<file path="src/rtl/immediate_generator_if.sv">
// ============================================================================
// Module   : immediate_generator_if
// Brief    : Instruction-in / decoded-immediate-out bundle for immediate_generator
// Revision : 1.0
// ============================================================================
`default_nettype none

interface immediate_generator_if;
  logic        in_valid;
  logic [31:0] instruction;
  logic        out_valid;
  logic [31:0] immediate;
  logic [2:0]  imm_fmt;
  logic        illegal;

  modport master (
    output in_valid, instruction,
    input  out_valid, immediate, imm_fmt, illegal
  );

  modport slave (
    input  in_valid, instruction,
    output out_valid, immediate, imm_fmt, illegal
  );
endinterface

`default_nettype wire

</file>
<file path="src/rtl/immediate_generator.sv">
// ============================================================================
// Module   : immediate_generator
// Brief    : Registered RV32I immediate extraction / sign-extension stage.
//            Optional macro IMMGEN_SHAMT_EN: zero-extended shamt for shift-imm.
// Revision : 1.0
// ============================================================================
`default_nettype none

module immediate_generator #(
  parameter int XLEN = 32
) (
  input  wire                    clk,
  input  wire                    rst,
  immediate_generator_if.slave   bus
);

  localparam logic [6:0] C_OP_IMM    = 7'b0010011;
  localparam logic [6:0] C_OP_LOAD   = 7'b0000011;
  localparam logic [6:0] C_OP_JALR   = 7'b1100111;
  localparam logic [6:0] C_OP_FENCE  = 7'b0001111;
  localparam logic [6:0] C_OP_SYSTEM = 7'b1110011;
  localparam logic [6:0] C_OP_STORE  = 7'b0100011;
  localparam logic [6:0] C_OP_BRANCH = 7'b1100011;
  localparam logic [6:0] C_OP_LUI    = 7'b0110111;
  localparam logic [6:0] C_OP_AUIPC  = 7'b0010111;
  localparam logic [6:0] C_OP_JAL    = 7'b1101111;
  localparam logic [6:0] C_OP_REG    = 7'b0110011;

  localparam logic [2:0] C_FMT_R = 3'd0;
  localparam logic [2:0] C_FMT_I = 3'd1;
  localparam logic [2:0] C_FMT_S = 3'd2;
  localparam logic [2:0] C_FMT_B = 3'd3;
  localparam logic [2:0] C_FMT_U = 3'd4;
  localparam logic [2:0] C_FMT_J = 3'd5;

  logic            valid_q, valid_d;
  logic [XLEN-1:0] imm_q,   imm_d;
  logic [2:0]      fmt_q,   fmt_d;
  logic            illegal_q, illegal_d;

  logic [31:0] w_ins;
  logic [6:0]  w_opcode;
  logic        w_s;

  assign w_ins    = bus.instruction;
  assign w_opcode = w_ins[6:0];
  assign w_s      = w_ins[31];

`ifdef IMMGEN_SHAMT_EN
  logic [2:0] w_funct3;
  logic [6:0] w_funct7;
  assign w_funct3 = w_ins[14:12];
  assign w_funct7 = w_ins[31:25];
`endif

  always_comb begin
    valid_d   = bus.in_valid;
    imm_d     = imm_q;
    fmt_d     = fmt_q;
    illegal_d = illegal_q;
    if (bus.in_valid) begin
      imm_d     = '0;
      fmt_d     = C_FMT_R;
      illegal_d = 1'b0;
      case (w_opcode)
        C_OP_IMM: begin
          imm_d = {{20{w_s}}, w_ins[31:20]};
          fmt_d = C_FMT_I;
`ifdef IMMGEN_SHAMT_EN
          // Shift-immediates carry a 5-bit shamt; the upper field selects SRLI/SRAI.
          if (w_funct3 == 3'b001 || w_funct3 == 3'b101) begin
            imm_d = {27'b0, w_ins[24:20]};
            if (w_funct3 == 3'b001 && w_funct7 != 7'b0000000)
              illegal_d = 1'b1;
            if (w_funct3 == 3'b101 && w_funct7 != 7'b0000000 && w_funct7 != 7'b0100000)
              illegal_d = 1'b1;
          end
`endif
        end
        C_OP_LOAD, C_OP_JALR, C_OP_FENCE, C_OP_SYSTEM: begin
          imm_d = {{20{w_s}}, w_ins[31:20]};
          fmt_d = C_FMT_I;
        end
        C_OP_STORE: begin
          imm_d = {{20{w_s}}, w_ins[31:25], w_ins[11:7]};
          fmt_d = C_FMT_S;
        end
        C_OP_BRANCH: begin
          imm_d = {{19{w_s}}, w_ins[31], w_ins[7], w_ins[30:25], w_ins[11:8], 1'b0};
          fmt_d = C_FMT_B;
        end
        C_OP_LUI, C_OP_AUIPC: begin
          imm_d = {w_ins[31:12], 12'b0};
          fmt_d = C_FMT_U;
        end
        C_OP_JAL: begin
          imm_d = {{11{w_s}}, w_ins[31], w_ins[19:12], w_ins[20], w_ins[30:21], 1'b0};
          fmt_d = C_FMT_J;
        end
        C_OP_REG: begin
          fmt_d = C_FMT_R;
        end
        default: begin
          illegal_d = 1'b1;
        end
      endcase
    end
  end

  always_ff @(posedge clk) begin
    if (rst) begin
      valid_q   <= 1'b0;
      imm_q     <= '0;
      fmt_q     <= C_FMT_R;
      illegal_q <= 1'b0;
    end else begin
      valid_q   <= valid_d;
      imm_q     <= imm_d;
      fmt_q     <= fmt_d;
      illegal_q <= illegal_d;
    end
  end

  assign bus.out_valid = valid_q;
  assign bus.immediate = imm_q;
  assign bus.imm_fmt   = fmt_q;
  assign bus.illegal   = illegal_q;

endmodule

`default_nettype wire

</file>
<file path="src/flat_wrapper.sv">
// flat-port wrapper written by rule: the top's interface ports become plain ports
module immediate_generator_flat 
#(
  parameter int XLEN = 32
)
  (clk, rst, bus_in_valid, bus_instruction, bus_out_valid, bus_immediate, bus_imm_fmt, bus_illegal);
  immediate_generator_if bus_i ();
  input  wire clk;
  input  wire rst;
  input wire logic [$bits(bus_i.in_valid)-1:0] bus_in_valid;
  input wire logic [$bits(bus_i.instruction)-1:0] bus_instruction;
  output wire logic [$bits(bus_i.out_valid)-1:0] bus_out_valid;
  output wire logic [$bits(bus_i.immediate)-1:0] bus_immediate;
  output wire logic [$bits(bus_i.imm_fmt)-1:0] bus_imm_fmt;
  output wire logic [$bits(bus_i.illegal)-1:0] bus_illegal;
  assign bus_i.in_valid = bus_in_valid;
  assign bus_i.instruction = bus_instruction;
  assign bus_out_valid = bus_i.out_valid;
  assign bus_immediate = bus_i.immediate;
  assign bus_imm_fmt = bus_i.imm_fmt;
  assign bus_illegal = bus_i.illegal;
  immediate_generator #(.XLEN(XLEN)) u_core (.clk(clk), .rst(rst), .bus(bus_i));
endmodule
</file>
<file path="config.mk">
export PLATFORM = sky130hd
export DESIGN_NAME = immediate_generator_flat
export DESIGN_NICKNAME = d
export VERILOG_FILES = /design/src/rtl/immediate_generator_if.sv /design/src/rtl/immediate_generator.sv /design/src/flat_wrapper.sv
export SDC_FILE = /design/constraint.sdc
export NUM_CORES = 1
export LEC_CHECK = 0
export BUFFER_PORTS_ARGS = -buffer_cell sky130_fd_sc_hd__buf_4
export CAP_MARGIN = 20
export CORE_MARGIN = 2
export CORE_UTILIZATION = 40
export DETAILED_ROUTE_END_ITERATION = 6
export PLACE_DENSITY = 0.73
export SYNTH_ARGS = -nofsm -noshare
export SYNTH_HDL_FRONTEND = slang
export SYNTH_SLANG_ARGS = --single-unit
</file>
<file path="constraint.sdc">
create_clock -name clk -period 1.4 [get_ports clk]
set_input_delay 0.14 -clock clk [delete_from_list [all_inputs] [get_ports clk]]
set_output_delay 0.14 -clock clk [all_outputs]
set_load 0.02 [all_outputs]
</file>
==> results.md <==
* Sequential Power Share at 46.1%
* Pre-Repair DR Iteration Count at 4
* I/O pin total at 72
* RSZ-0062 raised after global routing: false
* CTS max path bufs at 2
* Area Growth Syn to Fin at 50.7%
* Ant diodes at 0
* Synthesized area at 1620 sq um
* Register area share after synthesis at 45.8%
* PortBufs at 71
* # setup viols final at 0
* TritonCTS Sinks at 37
* # DRC at 0
* TritonCTS clock tree: done
* Vias per cell at 5.50
* FMAX at 820 MHz
* Unique masters post-synth at 46
* Synth warn at 0
* Worst Tran Pin Value at 0.339 ns
* Pint at 1.81 mW
* H-tree levels at 2
* Type of the worst min-delay path: in2reg
* Fraction of layout cells with a size suffix above 1 at 44.0%
* Crit path max fanout at 8
* Initial antenna violation count at 0
* Root Buffer: clkbuf_8
* Worst EP arrival at 1.44 ns
* Final Cell Area at 2440 sq um
* Pre-CTS WS at -0.0946 ns
* Clock skew at 0 ns
* # fillers at 350
* Starting DRT DRC Count at 134
* Final nets at 291
* Critical Path RT at 1.63 ns
* Die Wd at 67.6 um
* # resized after CTS at 0
* Largest net degree at the start of global routing at 19
* Core box area at 3940 sq um
* Critical Path End Type: register
* Total wire length at 4.33 mm
* Synthesized area per cell at 9.63 sq um
* CTS buffer count at 5
* Kind of critical path: in2reg
* Sw frac at 22.4%
* Skew-Pair Late Insertion Delay at 0.28 ns
* Placed Area at 2320 sq um
* Final Wtd Congestion at 0.887
* Clock-pin slew on the worst setup and hold paths at 0.07 ns
* Post CTS Setup Buffer Count at 0
* Vias in the first global route at 1495
* R2r setup slk at 0.50 ns
* Hpwl dp at 3.29 mm
* Fin crit period at 1.22 ns
* Overall Global Routing Usage at 19.6%
* Net Switching at 0.521 mW
* Power per cell area at 956 nW/um^2
* Post-synth EDFFs at 0
* Cells after synthesis at 168
* Vias at 1689
* Most frequent cells in the layout: buf_4 (95), dfxtp_1 (37), o21ai_0 (17)
* Post-Syn Nets at 203
* Status: complete, no violations
* Combinational fraction of design power at 13.4%
* # rows at 23
* Fin. max-slew vios at 0
* Most common cell after layout, fill and taps aside: buf_4
* Cells after DPL at 299
* Initial core utilization at 41.0%
* Final WS setup at 0.181 ns
* Top FF cell, synth: dfxtp_1
* Static Leak at 1.07 nW
* Grt total ovfl at 0
* Worst slew margin at 77.1%
* Fin crit share at 87.1%
* Non-Filler Instances at 307
* Die height at 67.6 um
* Final hold viol count at 0
* Max_cap viols at 0
* Post-DRT Antenna Nets at 0
* CTS Hold Bufs at 0
* Number of synthesized register bits at 37
* Routed len/inst at 14.1 um
* First-pass GRT wire length at 6.87 mm
* Startpoint types: primary input
* Maximum VDD drop at 0.488 mV
* Post-synth ARST share at 0%
* Power share of the clock group at 40.5%
* Die area at 4570 sq um
-- Yosys cell counts (all sizes together) (2+ instances only) --
library cell / instances / share of area [%]
a22o: 8 / 4.3
inv: 4 / 0.93
nand2: 14 / 3.2
a222oi: 4 / 2.5
nor2: 7 / 1.8
a21oi: 7 / 2.9
o21ai: 17 / 5.3
o22ai: 2 / 0.77
a211oi: 4 / 2.2
buf: 5 / 2.3
or3: 2 / 0.77
a22oi: 12 / 5.6
and2: 4 / 1.5
a221o: 8 / 4.9
clkbuf: 9 / 2.2
nor2b: 2 / 1.2
nand3: 4 / 2.3
dfxtp: 37 / 46
-- power groups by stage --
stage               clock, mW  combinational, mW  sequential (mW)
floorplan                   0              0.127             1.11
global placement            0              0.310             1.10
detailed placement          0              0.311             1.10
CTS                     0.961              0.313             1.07
global route             1.01              0.337             1.07
finish                  0.943              0.313             1.07
-- layer usage --
metal  global-route usage (%)  wire length, um
met5                        0                0
met3                     5.17              269
met2                     31.6             2080
met1                     25.7             1930
met4                     5.36               56
-- flip-flops by register name, summed over array words and instances (netlist names) --
name                  cells
u_core.bus.out_valid      1
u_core.bus.imm_fmt        3
u_core.bus.immediate     32
u_core.bus.illegal        1
-- worst paths after layout --
kind,depth (start not counted),startpoint,to
worst max-delay path,7,bus_instruction[3],u_core.bus.immediate[12]$_SDFFE_PP0P_
worst min-delay path,2,bus_instruction[28],u_core.bus.immediate[8]$_SDFFE_PP0P_
worst max register to register,2,u_core.bus.immediate[1]$_SDFFE_PP0P_,u_core.bus.immediate[1]$_SDFFE_PP0P_
worst min register to register,2,u_core.bus.immediate[31]$_SDFFE_PP0P_,u_core.bus.immediate[31]$_SDFFE_PP0P_
-- logic make-up (layout without fill, tap and decap cells) --
logic type | Yosys count | count (layout) | synth area share (%)
AO/OA/AOI/OAI | 68 | 68 | 31.7
AND/OR/NAND/NOR | 43 | 43 | 15.9
flip-flops | 37 | 37 | 45.8
buffers and inverters | 18 | 107 | 5.41
XOR/XNOR | 1 | 1 | 0.541
multiplexers | 1 | 1 | 0.619
-- layout make-up --
| class | count | area [sq um] | area share [%] |
|---|---|---|---|
| Multi-Input combinational cell | 113 | 790 | 32.4 |
| Sequential cell | 37 | 741 | 30.4 |
| Timing Repair Buffer | 95 | 713 | 29.3 |
| Clock buffer | 7 | 86.3 | 3.54 |
| Tap cell | 50 | 62.6 | 2.57 |
| Clock inverter | 1 | 30.0 | 1.23 |
| Inverter | 4 | 15.0 | 0.616 |
-- through the flow --
step | TNS (ns) | total power, mW | util [%] | hold WS, ns
global route | 0 | 2.42 | 61.8 | 0.0640
floorplan | 0 | 1.24 | - | 0.220
detailed placement | -1.49 | 1.41 | 58.9 | 0.365
CTS | 0 | 2.35 | 61.8 | 0.0671
finish | 0 | 2.33 | 61.8 | 0.0713
global placement | -1.00 | 1.41 | 58.9 | 0.364
-- worst max-delay path: stages --
cell and delay [ns]:
buf_4 0.12, nor2_2 0.18, buf_4 0.15, and4b_1 0.39
inv_2 0.08, a21oi_4 0.23, a221o_1 0.15
Note: power is estimated with default switching activity, not from simulation.
